`src/rtl/i2c_slave_rx.sv`:
```
// -----------------------------------------------------------------------------
// i2c_slave_rx
//   Write-only I2C target receiver. SCL/SDA are oversampled on clk; START and
//   STOP are detected on the synchronised lines. A write to SLAVE_ADDR is
//   ACKed, and every following data byte is handed to local logic over a
//   valid/ready handshake. A byte that arrives while the previous one is still
//   unconsumed is dropped and NACKed, and the rest of the transfer is ignored.
//
//   Optional feature (macro I2C_SLAVE_GEN_CALL_EN): the general-call address
//   byte 8'h00 is ACKed like a match, and the extra gen_call output is high
//   while addressed that way.
//
// Parameters
//   SLAVE_ADDR   7-bit target address
//   SYNC_STAGES  synchroniser depth on scl_in/sda_in (>= 2)
//
// Ports
//   clk, rst_n   system clock (>= 8x SCL), async active-low reset
//   scl_in       raw SCL level
//   sda_in       raw SDA level
//   sda_oe       1 = pull SDA low (ACK)
//   rx_data      last received data byte
//   rx_valid     rx_data holds an unconsumed byte
//   rx_ready     consumer takes rx_data on rx_valid & rx_ready
//   busy         START seen, no STOP and not ignoring yet
//   addr_match   addressed (DATA / DATA_ACK)
//   stop_det     one-cycle pulse on STOP
//   overrun      one-cycle pulse when a byte is dropped
//   gen_call     (I2C_SLAVE_GEN_CALL_EN only) addressed via general call
// -----------------------------------------------------------------------------
module i2c_slave_rx #(
    parameter logic [6:0] SLAVE_ADDR  = 7'h50,
    parameter int         SYNC_STAGES = 2
) (
    input  logic       clk,
    input  logic       rst_n,
    input  logic       scl_in,
    input  logic       sda_in,
    output logic       sda_oe,
    output logic [7:0] rx_data,
    output logic       rx_valid,
    input  logic       rx_ready,
    output logic       busy,
    output logic       addr_match,
    output logic       stop_det,
    output logic       overrun
`ifdef I2C_SLAVE_GEN_CALL_EN
    ,
    output logic       gen_call
`endif
);

    typedef enum logic [2:0] {
        IDLE,
        ADDR,
        ADDR_ACK,
        DATA,
        DATA_ACK,
        IGNORE
    } state_e;

    // ------------------------------------------------------------------
    // Input synchronisers plus one history flop per line.
    // Reset to 1 so an idle (pulled-up) bus shows no edges after reset.
    // ------------------------------------------------------------------
    logic [SYNC_STAGES-1:0] scl_sync_q, sda_sync_q;
    logic                   scl_prev_q, sda_prev_q;

    always_ff @(posedge clk or negedge rst_n) begin
        if (!rst_n) begin
            scl_sync_q <= '1;
            sda_sync_q <= '1;
            scl_prev_q <= 1'b1;
            sda_prev_q <= 1'b1;
        end else begin
            scl_sync_q <= {scl_sync_q[SYNC_STAGES-2:0], scl_in};
            sda_sync_q <= {sda_sync_q[SYNC_STAGES-2:0], sda_in};
            scl_prev_q <= scl_sync_q[SYNC_STAGES-1];
            sda_prev_q <= sda_sync_q[SYNC_STAGES-1];
        end
    end

    logic scl_s, sda_s;
    logic scl_rise, scl_fall, start_c, stop_c;

    assign scl_s    = scl_sync_q[SYNC_STAGES-1];
    assign sda_s    = sda_sync_q[SYNC_STAGES-1];
    assign scl_rise =  scl_s & ~scl_prev_q;
    assign scl_fall = ~scl_s &  scl_prev_q;
    // SCL must be high in both samples so an SDA change near an SCL edge
    // is not mistaken for a bus condition.
    assign start_c  = scl_s & scl_prev_q &  sda_prev_q & ~sda_s;
    assign stop_c   = scl_s & scl_prev_q & ~sda_prev_q &  sda_s;

    // ------------------------------------------------------------------
    // Shift register next value and address decode
    // ------------------------------------------------------------------
    logic [7:0] shift_q;
    logic [7:0] shift_d;
    logic       own_match;
    logic       gc_match;
    logic       addr_ok;

    assign shift_d   = {shift_q[6:0], sda_s};
    assign own_match = (shift_d == {SLAVE_ADDR, 1'b0});
`ifdef I2C_SLAVE_GEN_CALL_EN
    assign gc_match  = (shift_d == 8'h00);
`else
    assign gc_match  = 1'b0;
`endif
    assign addr_ok   = own_match | gc_match;

    // ------------------------------------------------------------------
    // Protocol FSM with registered outputs
    // ------------------------------------------------------------------
    state_e     state_q;
    logic [2:0] bit_cnt_q;
    logic       ninth_q;      // 9th SCL rise seen during an ACK slot
    logic       sda_oe_q;
    logic [7:0] rx_data_q;
    logic       rx_valid_q;
    logic       busy_q;
    logic       addr_match_q;
    logic       stop_det_q;
    logic       overrun_q;
    logic       gen_call_q;

    always_ff @(posedge clk or negedge rst_n) begin
        if (!rst_n) begin
            state_q      <= IDLE;
            bit_cnt_q    <= 3'd0;
            ninth_q      <= 1'b0;
            shift_q      <= 8'h00;
            sda_oe_q     <= 1'b0;
            rx_data_q    <= 8'h00;
            rx_valid_q   <= 1'b0;
            busy_q       <= 1'b0;
            addr_match_q <= 1'b0;
            stop_det_q   <= 1'b0;
            overrun_q    <= 1'b0;
            gen_call_q   <= 1'b0;
        end else begin
            stop_det_q <= 1'b0;
            overrun_q  <= 1'b0;

            // Consumption; a byte loaded later in this block wins.
            if (rx_valid_q && rx_ready)
                rx_valid_q <= 1'b0;

            if (stop_c) begin
                state_q      <= IDLE;
                sda_oe_q     <= 1'b0;
                busy_q       <= 1'b0;
                addr_match_q <= 1'b0;
                stop_det_q   <= 1'b1;
                ninth_q      <= 1'b0;
                gen_call_q   <= 1'b0;
            end else if (start_c) begin
                state_q      <= ADDR;
                bit_cnt_q    <= 3'd0;
                busy_q       <= 1'b1;
                sda_oe_q     <= 1'b0;
                addr_match_q <= 1'b0;
                ninth_q      <= 1'b0;
                gen_call_q   <= 1'b0;
            end else begin
                case (state_q)
                    IDLE: ;

                    ADDR: begin
                        if (scl_rise) begin
                            shift_q   <= shift_d;
                            bit_cnt_q <= bit_cnt_q + 3'd1;
                            if (bit_cnt_q == 3'd7) begin
                                if (addr_ok) begin
                                    state_q    <= ADDR_ACK;
                                    gen_call_q <= gc_match;
                                end else begin
                                    state_q <= IGNORE;
                                    busy_q  <= 1'b0;
                                end
                            end
                        end
                    end

                    // Drive ACK from the fall after bit 8 until the fall
                    // after the 9th rise, so SDA only moves while SCL is low.
                    ADDR_ACK, DATA_ACK: begin
                        if (scl_rise && sda_oe_q) begin
                            ninth_q <= 1'b1;
                        end else if (scl_fall) begin
                            if (ninth_q) begin
                                sda_oe_q     <= 1'b0;
                                ninth_q      <= 1'b0;
                                state_q      <= DATA;
                                bit_cnt_q    <= 3'd0;
                                addr_match_q <= 1'b1;
                            end else begin
                                sda_oe_q <= 1'b1;
                            end
                        end
                    end

                    DATA: begin
                        if (scl_rise) begin
                            shift_q   <= shift_d;
                            bit_cnt_q <= bit_cnt_q + 3'd1;
                            if (bit_cnt_q == 3'd7) begin
                                if (!rx_valid_q || rx_ready) begin
                                    rx_data_q  <= shift_d;
                                    rx_valid_q <= 1'b1;
                                    state_q    <= DATA_ACK;
                                end else begin
                                    // Byte dropped; leaving sda_oe low NACKs it.
                                    overrun_q    <= 1'b1;
                                    state_q      <= IGNORE;
                                    busy_q       <= 1'b0;
                                    addr_match_q <= 1'b0;
                                end
                            end
                        end
                    end

                    IGNORE: ;

                    default: state_q <= IDLE;
                endcase
            end
        end
    end

    assign sda_oe     = sda_oe_q;
    assign rx_data    = rx_data_q;
    assign rx_valid   = rx_valid_q;
    assign busy       = busy_q;
    assign addr_match = addr_match_q;
    assign stop_det   = stop_det_q;
    assign overrun    = overrun_q;
`ifdef I2C_SLAVE_GEN_CALL_EN
    assign gen_call   = gen_call_q;
`else
    logic unused_gc;
    assign unused_gc  = gen_call_q;
`endif

endmodule

```
`config.mk`:
```
export PLATFORM = sky130hd
export DESIGN_NAME = i2c_slave_rx
export DESIGN_NICKNAME = d
export VERILOG_FILES = /design/src/rtl/i2c_slave_rx.sv
export SDC_FILE = /design/constraint.sdc
export NUM_CORES = 1
export LEC_CHECK = 0
export BUFFER_PORTS_ARGS = -buffer_cell sky130_fd_sc_hd__buf_4
export CAP_MARGIN = 30
export CORE_ASPECT_RATIO = 1.25
export CORE_MARGIN = 2
export CORE_UTILIZATION = 40
export CTS_CLUSTER_SIZE = 25
export DETAILED_ROUTE_END_ITERATION = 8
export PLACE_DENSITY = 0.54
export REMOVE_ABC_BUFFERS = 1
export SETUP_SLACK_MARGIN = 0.4
export SLEW_MARGIN = 20
export SYNTH_ARGS = -nofsm -noshare
export SYNTH_HDL_FRONTEND = slang
export SYNTH_SLANG_ARGS = --single-unit
```
`constraint.sdc`:
```
create_clock -name clk -period 2.43 [get_ports clk]
set_input_delay 0.3645 -clock clk [delete_from_list [all_inputs] [get_ports clk]]
set_output_delay 0.3645 -clock clk [all_outputs]
set_load 0.01 [all_outputs]
```
==> run_results.csv <==
group,metric,value,unit
status,status,"completed",
setup_path,crit_type,"reg2reg",
setup_path,r2r_setup_slack,560,ps
route,firstDrtPassIters,5,
clock_network,cts_made_buffers,5,
global_routing,grt_pass1_wl,5.11,mm
setup_path,critPathMaxFanout,4,
sta,setup_viol,0,
synth,postSynthCellCount,132,
route,first_iter_violations,50,
global_routing,grt_max_degree,35,
place,dp_slack,509,ps
job,maxCapViolations,0,
power,irDropWorstVdd,395,uV
setup_path,endpoint_kind,"flop",
die,die_width,60.1,um
clock_network,clock-root-buffer,"clkbuf_8",
sta,fmax,0.536,GHz
sta,worst_pin_slew,422,ps
route,ant_nets,0,
setup_path,startpoint,"bit_cnt_q[0]",
finish,nets,165,
synth,ys_seq_area_share,54.6,%
die,placementRows,25,
die,initial_utilization,41.6,%
route,drc,0,
route,drt_wl_total,3.05,mm
clock_network,clk_pin_slew,70,ps
die,ios,19,
place,gp_congestion,0.850,
sta,fin_crit_sh,76.8,%
setup_path,r2r-start,"bit_cnt_q[0]",
setup_path,required,2600,ps
power,power_density,940,nW/um2
synth,synth.distinct_cells,38,
finish,multi_input_area,669,um2
finish,n_antenna_cell,0,
sta,final.setup.worst_slack,564,ps
synth,synth_area,1570,um2
synth,avgSynthCellArea,11.9,um2
min_path,min_path_type,"in2async",
clock_network,clk_latency,280,ps
die,die_area,4450,um2
place,io_buffers,18,
route,drt-vias-per-instance,5.19,
route,vias,1100,
clock_network,cts_tree,"yes",
finish,drive_above_1_share,27.2,%
sta,maxSlewViolCount,0,
power,total_power,1.77,mW
sta,maxSlewHeadroom,71.9,%
finish,synthToLayoutAreaGrowth,19.6,%
global_routing,grt.overflow.total,0,
finish,final_cell_mix,"28 x dfrtp_1, 25 x buf_4, 16 x mux2_1",
die,core,3780,um2
sta,finClkSkew,5.04,ps
place,dpl.hpwl,2.09,mm
global_routing,grt_pass1_vias,1122,
setup_path,cp.arrival,2030,ps
route,wl_per_cell,14.4,um
clock_network,clockBufferDepth,2,
synth,synth-seq-cells,34,
setup_path,cp-start-kind,"flop",
finish,mostFrequentLayoutCell,"dfrtp_1",
finish,fillers,362,
sta,rsz0062_at_grt,"false",
power,leakagePower,0.905,nW
die,die_h,74.1,um
sta,fin_crit,1870,ps
clock_network,h-tree-depth,2,
finish,ff_latch_area,858,um2
clock_network,cts.sinks,34,
sta,finalSetupTns,0,ps
synth,ys_warn_count,0,
global_routing,grt_usage,15.5,%
global_routing,antenna_found_initial,0,
sta,finalHoldViolCount,0,
-- layout make-up --
class                   count  area share, %
flip-flops and latches     34           45.6
multi-input cells          89           35.6
repair buffers             25           9.97
clock buffers               7           4.59
well taps                  54           3.59
inverters                   2          0.399
clock inverters             1          0.266
-- cell families after synthesis --
family | share of synthesized area [%]
multiplexers | 12.8
AO/OA/AOI/OAI | 10.7
adder cells (fa/ha/maj) | 2.39
buffers and inverters | 3.42
flip-flops | 54.6
XOR/XNOR | 1.11
AND/OR/NAND/NOR | 15.0
-- Yosys cell counts --
| cell type | count | share of area, % |
|---|---|---|
| inv_1 | 2 | 0.48 |
| nor2_1 | 4 | 0.95 |
| a31oi_1 | 1 | 0.40 |
| mux2i_1 | 1 | 0.64 |
| xor2_1 | 1 | 0.56 |
| a221oi_1 | 1 | 0.56 |
| and4b_1 | 1 | 0.64 |
| nor2b_1 | 7 | 2.8 |
| mux2_1 | 16 | 11 |
| xnor2_1 | 1 | 0.56 |
| dfrtp_1 | 28 | 45 |
| buf_6 | 1 | 0.72 |
| a21oi_1 | 2 | 0.64 |
| nand3_1 | 7 | 2.2 |
| a22o_1 | 2 | 1.1 |
| mux2_2 | 1 | 0.72 |
| nand2b_1 | 5 | 2.0 |
| o211ai_1 | 1 | 0.48 |
| ha_1 | 3 | 2.4 |
| o21ai_1 | 9 | 2.9 |
| nor3_1 | 2 | 0.64 |
| o31ai_2 | 1 | 0.80 |
| o2bb2ai_1 | 2 | 1.1 |
| and4bb_1 | 1 | 0.80 |
| buf_2 | 4 | 1.3 |
| nand2_1 | 10 | 2.4 |
| buf_4 | 2 | 0.95 |
| a21oi_2 | 1 | 0.56 |
| o32ai_1 | 1 | 0.56 |
| nand4b_1 | 1 | 0.56 |
| o31a_1 | 1 | 0.56 |
| nor4bb_1 | 1 | 0.64 |
| and3_1 | 1 | 0.40 |
| nand4_1 | 1 | 0.40 |
| a311oi_1 | 1 | 0.56 |
| dfstp_2 | 6 | 10 |
| nor4b_1 | 1 | 0.56 |
| a2bb2oi_1 | 1 | 0.56 |
-- where the power goes --
group          switching [mW]  internal (mW)
logic                   0.250          0.253
registers               0.146          0.696
clock network           0.195          0.228
-- timing repair --
item                       4_1_cts  5_1_grt
buffers inserted                 0        4
hold buffers                     0        0
setup endpoints to repair        0        9
resized for setup                0        2
-- stage by stage --
| stage | util (%) | instance area (um2) | instances | hold WS [ps] |
|---|---|---|---|---|
| CTS | 48.7 | 1840 | 208 | 33.0 |
| global placement | 46.3 | 1750 | 200 | 327 |
| global route | 49.7 | 1880 | 212 | 44.1 |
| detailed placement | 46.3 | 1750 | 200 | 341 |
| floorplan | - | 1530 | 125 | 68.9 |
| finish | 49.7 | 1880 | 212 | 9.74 |
-- final timing paths --
kind,endpoint,depth (start not counted)
hold / removal,state_q[2],1
min in group clk,scl_sync_q[0],1
setup / recovery,state_q[2],6
setup reg to reg,state_q[2],6
max in group asynchronous,sda_sync_q[0],1
hold reg to reg,sda_sync_q[1],0
-- layer usage --
metal,share of wire [%],vias up,track usage [%],wire (um)
met5,0,-,0,0
met4,2.5,0,7.90,75
met3,4.4,8,4.70,134
met2,50,26,25.4,1530
met1,43,542,18.3,1320
li1,-,524,-,-
-- critical path, cell delays in order, from the launching register on --
cell and delay, ps:
dfrtp_1 390, ha_1 220, ha_1 230, a311oi_2 300
o21ai_1 150, o31ai_2 100, mux2_1 350
-- flip-flops by register name, indices dropped and copies added (netlist names) --
signal,count
bit_cnt_q,3
scl_prev_q,1
state_q,3
sda_sync_q,2
addr_match,1
shift_q,7
overrun,1
rx_valid,1
stop_det,1
ninth_q,1
rx_data,8
sda_prev_q,1
sda_oe,1
busy,1
scl_sync_q,2
Power figures use the tool's default switching activity.
